`config.mk`:
```
export PLATFORM = sky130hd
export DESIGN_NAME = ldtu_bsl_calib
export DESIGN_NICKNAME = d
export VERILOG_FILES = /design/src/rtl/ldtu_bsl_calib_pkg.sv /design/src/rtl/ldtu_bsl_calib.sv
export SDC_FILE = /design/constraint.sdc
export NUM_CORES = 1
export LEC_CHECK = 0
export ABC_AREA = 0
export ABC_CLOCK_PERIOD_IN_PS = 6500
export CORE_AREA = 2 2 93 95
export CTS_CLUSTER_DIAMETER = 80
export DETAILED_ROUTE_END_ITERATION = 7
export DIE_AREA = 0 0 95 97
export PLACE_DENSITY = 0.79
export SLEW_MARGIN = 20
export SYNTH_ARGS = -nofsm -noshare
export SYNTH_HDL_FRONTEND = slang
export SYNTH_SLANG_ARGS = --single-unit
```
`constraint.sdc`:
```
create_clock -name CLK -period 6.5 [get_ports CLK]
set_clock_uncertainty 0.1 [all_clocks]
set_input_delay 1.3 -clock CLK [delete_from_list [all_inputs] [get_ports CLK]]
set_output_delay 1.3 -clock CLK [all_outputs]
set_load 0.01 [all_outputs]
```
`src/rtl/ldtu_bsl_calib_pkg.sv`:
```
// ============================================================================
// Module      : ldtu_bsl_pkg
// Description : Shared widths, limits and FSM encoding for the LiTe-DTU
//               baseline calibration engine.
// Contents    : Nbits_12      raw ADC sample width
//               Nbits_8       baseline value width
//               NAVG_MAX_LOG2 log2 of the largest averaging window
//               ACC_W         accumulator width (never overflows)
//               BSL_MAX       saturation ceiling for the baseline
//               bsl_state_t   calibration FSM states
// Revision    : 1.0 - initial release
// ============================================================================
`timescale 1ns/1ps
`default_nettype none

package ldtu_bsl_pkg;

    localparam int Nbits_12      = 12;
    localparam int Nbits_8       = 8;
    localparam int NAVG_MAX_LOG2 = 11;
    localparam int ACC_W         = Nbits_12 + NAVG_MAX_LOG2;

    localparam logic [Nbits_8-1:0] BSL_MAX = 8'd255;

    typedef enum logic [2:0] {
        S_IDLE   = 3'd0,
        S_SETTLE = 3'd1,
        S_ACCUM  = 3'd2,
        S_ROUND  = 3'd3,
        S_DONE   = 3'd4
    } bsl_state_t;

endpackage : ldtu_bsl_pkg

`default_nettype wire

```
`src/rtl/ldtu_bsl_calib.sv`:
```
// ============================================================================
// Module      : ldtu_bsl_calib
// Description : Baseline calibration engine for one LiTe-DTU gain channel.
//               On calib_start it discards settle_cnt valid samples, then
//               averages 2^(navg_sel+4) valid samples, rounds half-up and
//               saturates the mean to 8 bits, and publishes it atomically.
// Ports       : CLK         channel ADC clock
//               rst         synchronous active-high reset
//               calib_start one-cycle request to begin a calibration
//               calib_abort cancel the running calibration
//               sample_vld  DATA12 carries a valid sample
//               DATA12      raw 12-bit ADC sample
//               navg_sel    window N = 2^(navg_sel+4), 16..2048
//               settle_cnt  valid samples discarded before accumulating
//               BSL_VAL     baseline result
//               bsl_vld     at least one completed result is held
//               calib_busy  calibration in progress
//               calib_done  one-cycle pulse when BSL_VAL is updated
//               bsl_sat     last result was clipped to 255
// Revision    : 1.0 - initial release
// ============================================================================
`timescale 1ns/1ps
`default_nettype none

module ldtu_bsl_calib
    import ldtu_bsl_pkg::*;
(
    input  logic                CLK,
    input  logic                rst,
    input  logic                calib_start,
    input  logic                calib_abort,
    input  logic                sample_vld,
    input  logic [Nbits_12-1:0] DATA12,
    input  logic [2:0]          navg_sel,
    input  logic [3:0]          settle_cnt,
    output logic [Nbits_8-1:0]  BSL_VAL,
    output logic                bsl_vld,
    output logic                calib_busy,
    output logic                calib_done,
    output logic                bsl_sat
);

    bsl_state_t                 r_state;
    logic [ACC_W-1:0]           r_acc;
    logic [NAVG_MAX_LOG2-1:0]   r_cnt;
    logic [2:0]                 r_navg_sel;
    logic [3:0]                 r_settle;

    logic [3:0]                 w_k;
    logic [NAVG_MAX_LOG2:0]     w_last_idx;
    logic                       w_accum_last;
    logic                       w_settle_last;
    logic [ACC_W:0]             w_half;
    logic [ACC_W:0]             w_sum;
    logic [ACC_W:0]             w_avg;
    logic                       w_over;

    // Window exponent k = navg_sel + 4, from the value latched at start.
    assign w_k = {1'b0, r_navg_sel} + 4'd4;

    // Terminal compare against N-1 keeps the 11-bit counter from wrapping
    // even for the 2048-sample window.
    assign w_last_idx    = (12'd1 << w_k) - 12'd1;
    assign w_accum_last  = ({1'b0, r_cnt} == w_last_idx);
    assign w_settle_last = ((r_cnt + 11'd1) == {7'd0, r_settle});

    // Round half-up: add 2^(k-1) before the shift. One extra bit of headroom
    // keeps the rounding add exact.
    assign w_half = {{ACC_W{1'b0}}, 1'b1} << (w_k - 4'd1);
    assign w_sum  = {1'b0, r_acc} + w_half;
    assign w_avg  = w_sum >> w_k;
    assign w_over = |w_avg[ACC_W:Nbits_8];

    always_ff @(posedge CLK) begin
        if (rst) begin
            r_state    <= S_IDLE;
            r_acc      <= '0;
            r_cnt      <= '0;
            r_navg_sel <= '0;
            r_settle   <= '0;
            BSL_VAL    <= '0;
            bsl_vld    <= 1'b0;
            calib_busy <= 1'b0;
            calib_done <= 1'b0;
            bsl_sat    <= 1'b0;
        end else begin
            calib_done <= 1'b0;

            case (r_state)
                S_IDLE, S_DONE: begin
                    // Abort outranks a simultaneous start.
                    if (calib_start && !calib_abort) begin
                        r_navg_sel <= navg_sel;
                        r_settle   <= settle_cnt;
                        r_acc      <= '0;
                        r_cnt      <= '0;
                        calib_busy <= 1'b1;
                        r_state    <= (settle_cnt != 4'd0) ? S_SETTLE : S_ACCUM;
                    end else begin
                        r_state <= S_IDLE;
                    end
                end

                S_SETTLE: begin
                    if (calib_abort) begin
                        r_acc      <= '0;
                        r_cnt      <= '0;
                        calib_busy <= 1'b0;
                        r_state    <= S_IDLE;
                    end else if (sample_vld) begin
                        if (w_settle_last) begin
                            r_cnt   <= '0;
                            r_state <= S_ACCUM;
                        end else begin
                            r_cnt <= r_cnt + 11'd1;
                        end
                    end
                end

                S_ACCUM: begin
                    if (calib_abort) begin
                        r_acc      <= '0;
                        r_cnt      <= '0;
                        calib_busy <= 1'b0;
                        r_state    <= S_IDLE;
                    end else if (sample_vld) begin
                        r_acc <= r_acc + {{NAVG_MAX_LOG2{1'b0}}, DATA12};
                        if (w_accum_last) begin
                            r_cnt   <= '0;
                            r_state <= S_ROUND;
                        end else begin
                            r_cnt <= r_cnt + 11'd1;
                        end
                    end
                end

                S_ROUND: begin
                    r_acc      <= '0;
                    calib_busy <= 1'b0;
                    if (calib_abort) begin
                        r_cnt   <= '0;
                        r_state <= S_IDLE;
                    end else begin
                        // Result fields change together in this one edge.
                        BSL_VAL    <= w_over ? BSL_MAX : w_avg[Nbits_8-1:0];
                        bsl_sat    <= w_over;
                        bsl_vld    <= 1'b1;
                        calib_done <= 1'b1;
                        r_state    <= S_DONE;
                    end
                end

                default: begin
                    r_acc      <= '0;
                    r_cnt      <= '0;
                    calib_busy <= 1'b0;
                    r_state    <= S_IDLE;
                end
            endcase
        end
    end

endmodule : ldtu_bsl_calib

`default_nettype wire

```
# Word level (Yosys, flattened, before mapping)
# Cells that the tools add are included.
dict set report totals {
  mem_bits_ro 0
  n_memories 0
  latchBits 0
  register_bits 56
  mem_bits_rw 0
  word_cells 78
  input_bits 24
  output_inout_bits 12
}
dict set report classes {
  add_sub_neg 6
  mux 29
  reduce_logical 14
  eq_ne 14
  n_lt_le_gt_ge 0
  n_bitwise 2
  div_mod_pow 0
  n_mul 0
  n_shift 3
}
# operator n
set ops {}
lappend ops {{$mux W23} 4}
lappend ops {{$mux W11} 8}
lappend ops {{$pmux W23 S3} 1}
lappend ops {{$pmux W11 S4} 1}
lappend ops {{$add A23 B24 Y24} 1}
lappend ops {{$shl A1 B4 Y24 const A} 1}
lappend ops {{$shr A24 B4 Y24} 1}
lappend ops {{$add A23 B12 Y23} 1}
lappend ops {{$mux W3} 7}
lappend ops {{$reduce_or A16 Y1} 1}
lappend ops {{$eq A11 B12 Y1} 1}
lappend ops {{$ne A3 B3 Y1 const B} 4}
lappend ops {{$pmux W3 S4} 1}
lappend ops {{$shl A1 B4 Y12 const A} 1}
lappend ops {{$sub A12 B1 Y12 const B} 1}
lappend ops {{$add A11 B1 Y11 const B} 1}
lappend ops {{$eq A11 B4 Y1} 1}
lappend ops {{$mux W8} 1}
lappend ops {{$reduce_and A4 Y1} 2}
lappend ops {{$eq A3 B2 Y1 const B} 2}
lappend ops {{$ne A2 B2 Y1 const B} 3}
lappend ops {{$reduce_and A2 Y1} 3}
lappend ops {{$reduce_or A2 Y1} 3}
lappend ops {{$add A3 B3 Y4 const B} 1}
lappend ops {{13 further kinds} 17}

# Depth between registers and ports, before layout
dict set report depth {
  depth_word 8
  mapped_depth 17
  ltp_nobuf 12
}

# Least setup slack after synthesis
# Ideal clock, no wire load.
dict set report synth_timing {
  path_type {reg-to-reg}
  from {register r_navg_sel[0]}
  to {register BSL_VAL[0]}
  path_stages_with_launch 18
  setup_ps 142
  t_required_ps 6258
  path_slack_ps 2086
  t_arrival_ps 4172
  n_path_buf 6
  period_less_slack_ps 4414
  cell_sequence {dfxtp_1 -> clkbuf_1 -> buf_2 -> buf_1 -> clkbuf_1 -> clkbuf_1 -> nor3_1 -> ha_1 -> buf_2 -> a21oi_2 -> o211ai_1 -> a22o_1 -> o2111a_1 -> xor2_1 -> a2111oi_4 -> nand4_1 -> o41ai_2 -> a211oi_1}
}
dict set report synth_via {
  elab_chain_len 7
}
# item line_no
set synth_lines {}
lappend synth_lines {{from (decl)} ldtu_bsl_calib.sv:46} ;# logic [2:0] r_navg_sel;
lappend synth_lines {{from (signal assigned)} ldtu_bsl_calib.sv:93} ;# r_navg_sel <= navg_sel;
lappend synth_lines {{$add A3 B3 Y4 *} ldtu_bsl_calib.sv:59} ;# assign w_k = {1'b0, r_navg_sel} + 4'd4;
lappend synth_lines {{$sub A4 B1 Y4} ldtu_bsl_calib.sv:69} ;# assign w_half = {{ACC_W{1'b0}}, 1'b1} << (w_k - 4'd1);
lappend synth_lines {{$shl A1 B4 Y24} ldtu_bsl_calib.sv:69}
lappend synth_lines {{$add A23 B24 Y24} ldtu_bsl_calib.sv:70} ;# assign w_sum = {1'b0, r_acc} + w_half;
lappend synth_lines {{$shr A24 B4 Y24 *} ldtu_bsl_calib.sv:71} ;# assign w_avg = w_sum >> w_k;
lappend synth_lines {{$reduce_or A16 Y1} ldtu_bsl_calib.sv:72} ;# assign w_over = |w_avg[ACC_W:Nbits_8];
lappend synth_lines {{$mux W8 *} ldtu_bsl_calib.sv:145} ;# BSL_VAL <= w_over ? BSL_MAX : w_avg[Nbits_8-1:0];
lappend synth_lines {{to (signal assigned)} ldtu_bsl_calib.sv:145}
lappend synth_lines {{to (decl)} ldtu_bsl_calib.sv:36} ;# output logic [Nbits_8-1:0] BSL_VAL,
# Every way passes the cells marked *; elsewhere a longest branch is shown, timed or not.
# A chain may end at the register's enable or synchronous reset.

# Final worst setup path
dict set report layout_timing {
  from {register r_navg_sel[1]}
  to {register BSL_VAL[6]}
}
# Same word-level chain as after synthesis.

==> metrics <==
status=complete, no violations; Hold Fails Final Rpt=0; CTS Hold Bufs=0; Setup crit end kind=register; number of detailed-route iterations in the first pass=5; vias in the first global route=4,472; CTS root buffer=clkbuf_8; post-synth top area share=23.3%; largest net degree at the start of global routing=27; crit-path most repeated cell=mux2_2; register area=1120 um2; drt via density=6.33; Place WS=1.90 ns; mux share of post-synthesis cell area=3.17%; main combinational cell family by area after synthesis=compound AO/OA/AOI/OAI gates; EDFF count, synth=0; TritonCTS clock tree=built; number of remaining DRC errors=0; Post-Synthesis Cell Area=4810 um2; post-synthesis adder-cell area fraction=7.91%; Max clock buf depth=2; Cells after DPL=763; post-synthesis compound-gate area fraction=28.7%; Tmin final=4.79 ns; final core occ=64.8%; Multi-input gate area=3510 um2; crit-path max cell delay=0.90 ns; Hold Crit Depth=2; RSZ-0062 raised after global routing=false; die height=97 um; CTS Sinks=56; GP Congestion=0.938; Setup CP Type=register to register; Layout area overhead=9.60%; worst r2r src=r_navg_sel[1]; cell area after layout=5270 um2; R2R depth=12; WHS=0.371 ns; post-cts sizing count=0; CP Max Fanout=25; Mapped Cells=652; Achievable Freq=209 MHz; initial antenna violation count=0; Post-Synth Simple-Gate Area=26.2%; register area share after synthesis=23.3%; wire per inst=16.4 um; DP Area=5180 um2; CP startpoint kind=register; # diodes=0; Worst path slowest cell=dfxtp_1; Num CTS Buffers=5; Ports=36; fin. max-slew vios=0; maximum vdd drop=0.0993 mV; relative max-transition margin=41.9%; hold endpoint=r_acc[0]; Final WS setup=1.71 ns; cell accounting for the most synthesized area=dfxtp_1; layout cell share with drive strength beyond 1=5.56%; MaxCap Viol Count=0; clock transition at the registers of the reported paths=0.11 ns; register-to-register setup slack=1.71 ns; synthesized area per cell=7.37 um2; #FFs+latches synth=56; total power=0.691 mW; Levels on crit path=12; WP data arrival=4.87 ns; vias=4,878; DPL Wire Length=9840 um; core area=8130 um2; Post-CTS Setup Bufs=0; hold_sp=r_acc[0]; total wire length=12,600 um; fin cells=771; Overall Global Routing Usage=28.0%; period utilization=73.6%; H-tree Lvls=2; predominant post-synthesis flop cell=dfxtp_1; # fillers=748; Rows=33; Worst EP required=6.59 ns; top cells by area, synth=dfxtp_1, ha_1, nor2_1, a21oi_1, nand2_1; Power Dens Cells=131 nW/um2; Lkg Pwr=2.02 nW; Setup-failing EPs final=0; total grt overflow=0; CP Cell Sequence=inv_1 -> and3_1 -> ha_1 -> a21oi_1 -> o21ai_0 -> a31o_2 -> o21ai_2 -> xnor2_1 -> mux2_2 -> mux2_2 -> nor4_2 -> a31oi_1; Starting Density=59.1%; clk_lat worst skew=0.32 ns; first-pass GRT wire length=21,200 um; Ys Warns=0; critical path's top delay family=compound AO/OA/AOI/OAI gates; Die X=95 um; nets@finish=718; Slew @ Worst Pin=0.864 ns; post-synthesis async set-or-reset flop share=0%; Tightest Hold Check Type=register to register; Distinct cells, synth=74; worst reg2reg endpoint=BSL_VAL[6]; 1st-iter DRT viols=426; setup TNS=0 ns; WP buf/inv=1; Synth Area in XOR/XNOR=6.56%; Die ar.=9220 um2; Final ANT Viol Nets=0; Port Buffers=35
cells in the final DEF (no fill, tap or decap), drive strengths merged, types with 7 or more instances in the layout:
cell type,n
a31oi,10
conb,7
xor2,16
mux2,10
nor2b,9
ha,28
nor4,8
and2,7
clkdlybuf4s50,35
nand2b,8
a22oi,8
or3,7
a211oi,20
nor2,74
nand2,66
dfxtp,56
and3,9
o21ai,44
nand3,19
a21oi,54
nor3,25
xnor2,20
inv,15
nand4,12
a21o,13
per-layer routing:
| metal | up-vias | share of wire (%) | GRT usage (%) | wire length, um |
|---|---|---|---|---|
| li1 | 2420 | - | - | - |
| met1 | 2263 | 48 | 39.8 | 6010 |
| met2 | 172 | 45 | 43.8 | 5630 |
| met3 | 23 | 5.8 | 4.21 | 731 |
| met4 | 0 | 2.0 | 7.92 | 252 |
| met5 | - | 0 | 0 | 0 |
cell usage after synthesis (7+ instances only):
master and number:
nor3_1 25, nor2_1 74, or3_1 7, xnor2_1 20, a21oi_1 53, a21o_1 13, nand4_1 12, nor2b_1 9
mux2_2 10, a211oi_1 19, ha_1 28, o21ai_0 42, and3_1 9, a22oi_1 8, inv_1 14, a31oi_1 9
xor2_1 16, nand2_1 66, clkbuf_1 29, nand2b_1 8, nand3_1 19, dfxtp_1 56
worst max path at each step:
stage	from	end
floorplan	r_navg_sel[0]	BSL_VAL[0]
global placement	calib_abort	BSL_VAL[1]
detailed placement	r_navg_sel[1]	BSL_VAL[2]
CTS	r_navg_sel[1]	BSL_VAL[6]
global route	r_navg_sel[1]	BSL_VAL[0]
finish	r_navg_sel[1]	BSL_VAL[6]
where the power goes:
part	internal [mW]	switching [mW]
Sequential	0.348	0.0116
Combinational	0.0543	0.0765
Clock	0.0774	0.123
final cells by class:
class,count,area share [%]
multi-input combinational,551,66.7
sequential,56,21.3
timing repair buffer,37,6.93
tap,105,2.49
clock buffer,6,1.38
inverter,14,0.997
clock inverter,2,0.261
logic make-up (layout without fill, tap and decap cells):
family | Yosys count | after routing
xor+xnor | 36 | 36
compound gates | 204 | 204
buf+inv | 51 | 59
fa+ha+maj | 30 | 30
simple gates | 260 | 260
mux | 14 | 14
flops | 56 | 56
other cells | 1 | 7
worst reg2reg max path, delay by kind of cell (launching register included):
kind,cells,cell delay (ns)
XOR/XNOR,1,0.13
AO/OA/AOI/OAI,5,1.42
AND/OR/NAND/NOR,2,0.72
buffers and inverters,1,0.42
multiplexers,2,0.62
adder cells (fa/ha/maj),1,0.34
flip-flops,1,0.90
registers in the layout, indices dropped and copies added (netlist names):
| signal | flops |
|---|---|
| BSL_VAL | 8 |
| bsl_sat | 1 |
| bsl_vld | 1 |
| calib_busy | 1 |
| calib_done | 1 |
| r_acc | 23 |
| r_cnt | 11 |
| r_navg_sel | 3 |
| r_settle | 4 |
| r_state | 3 |
Power figures use the tool's default switching activity.
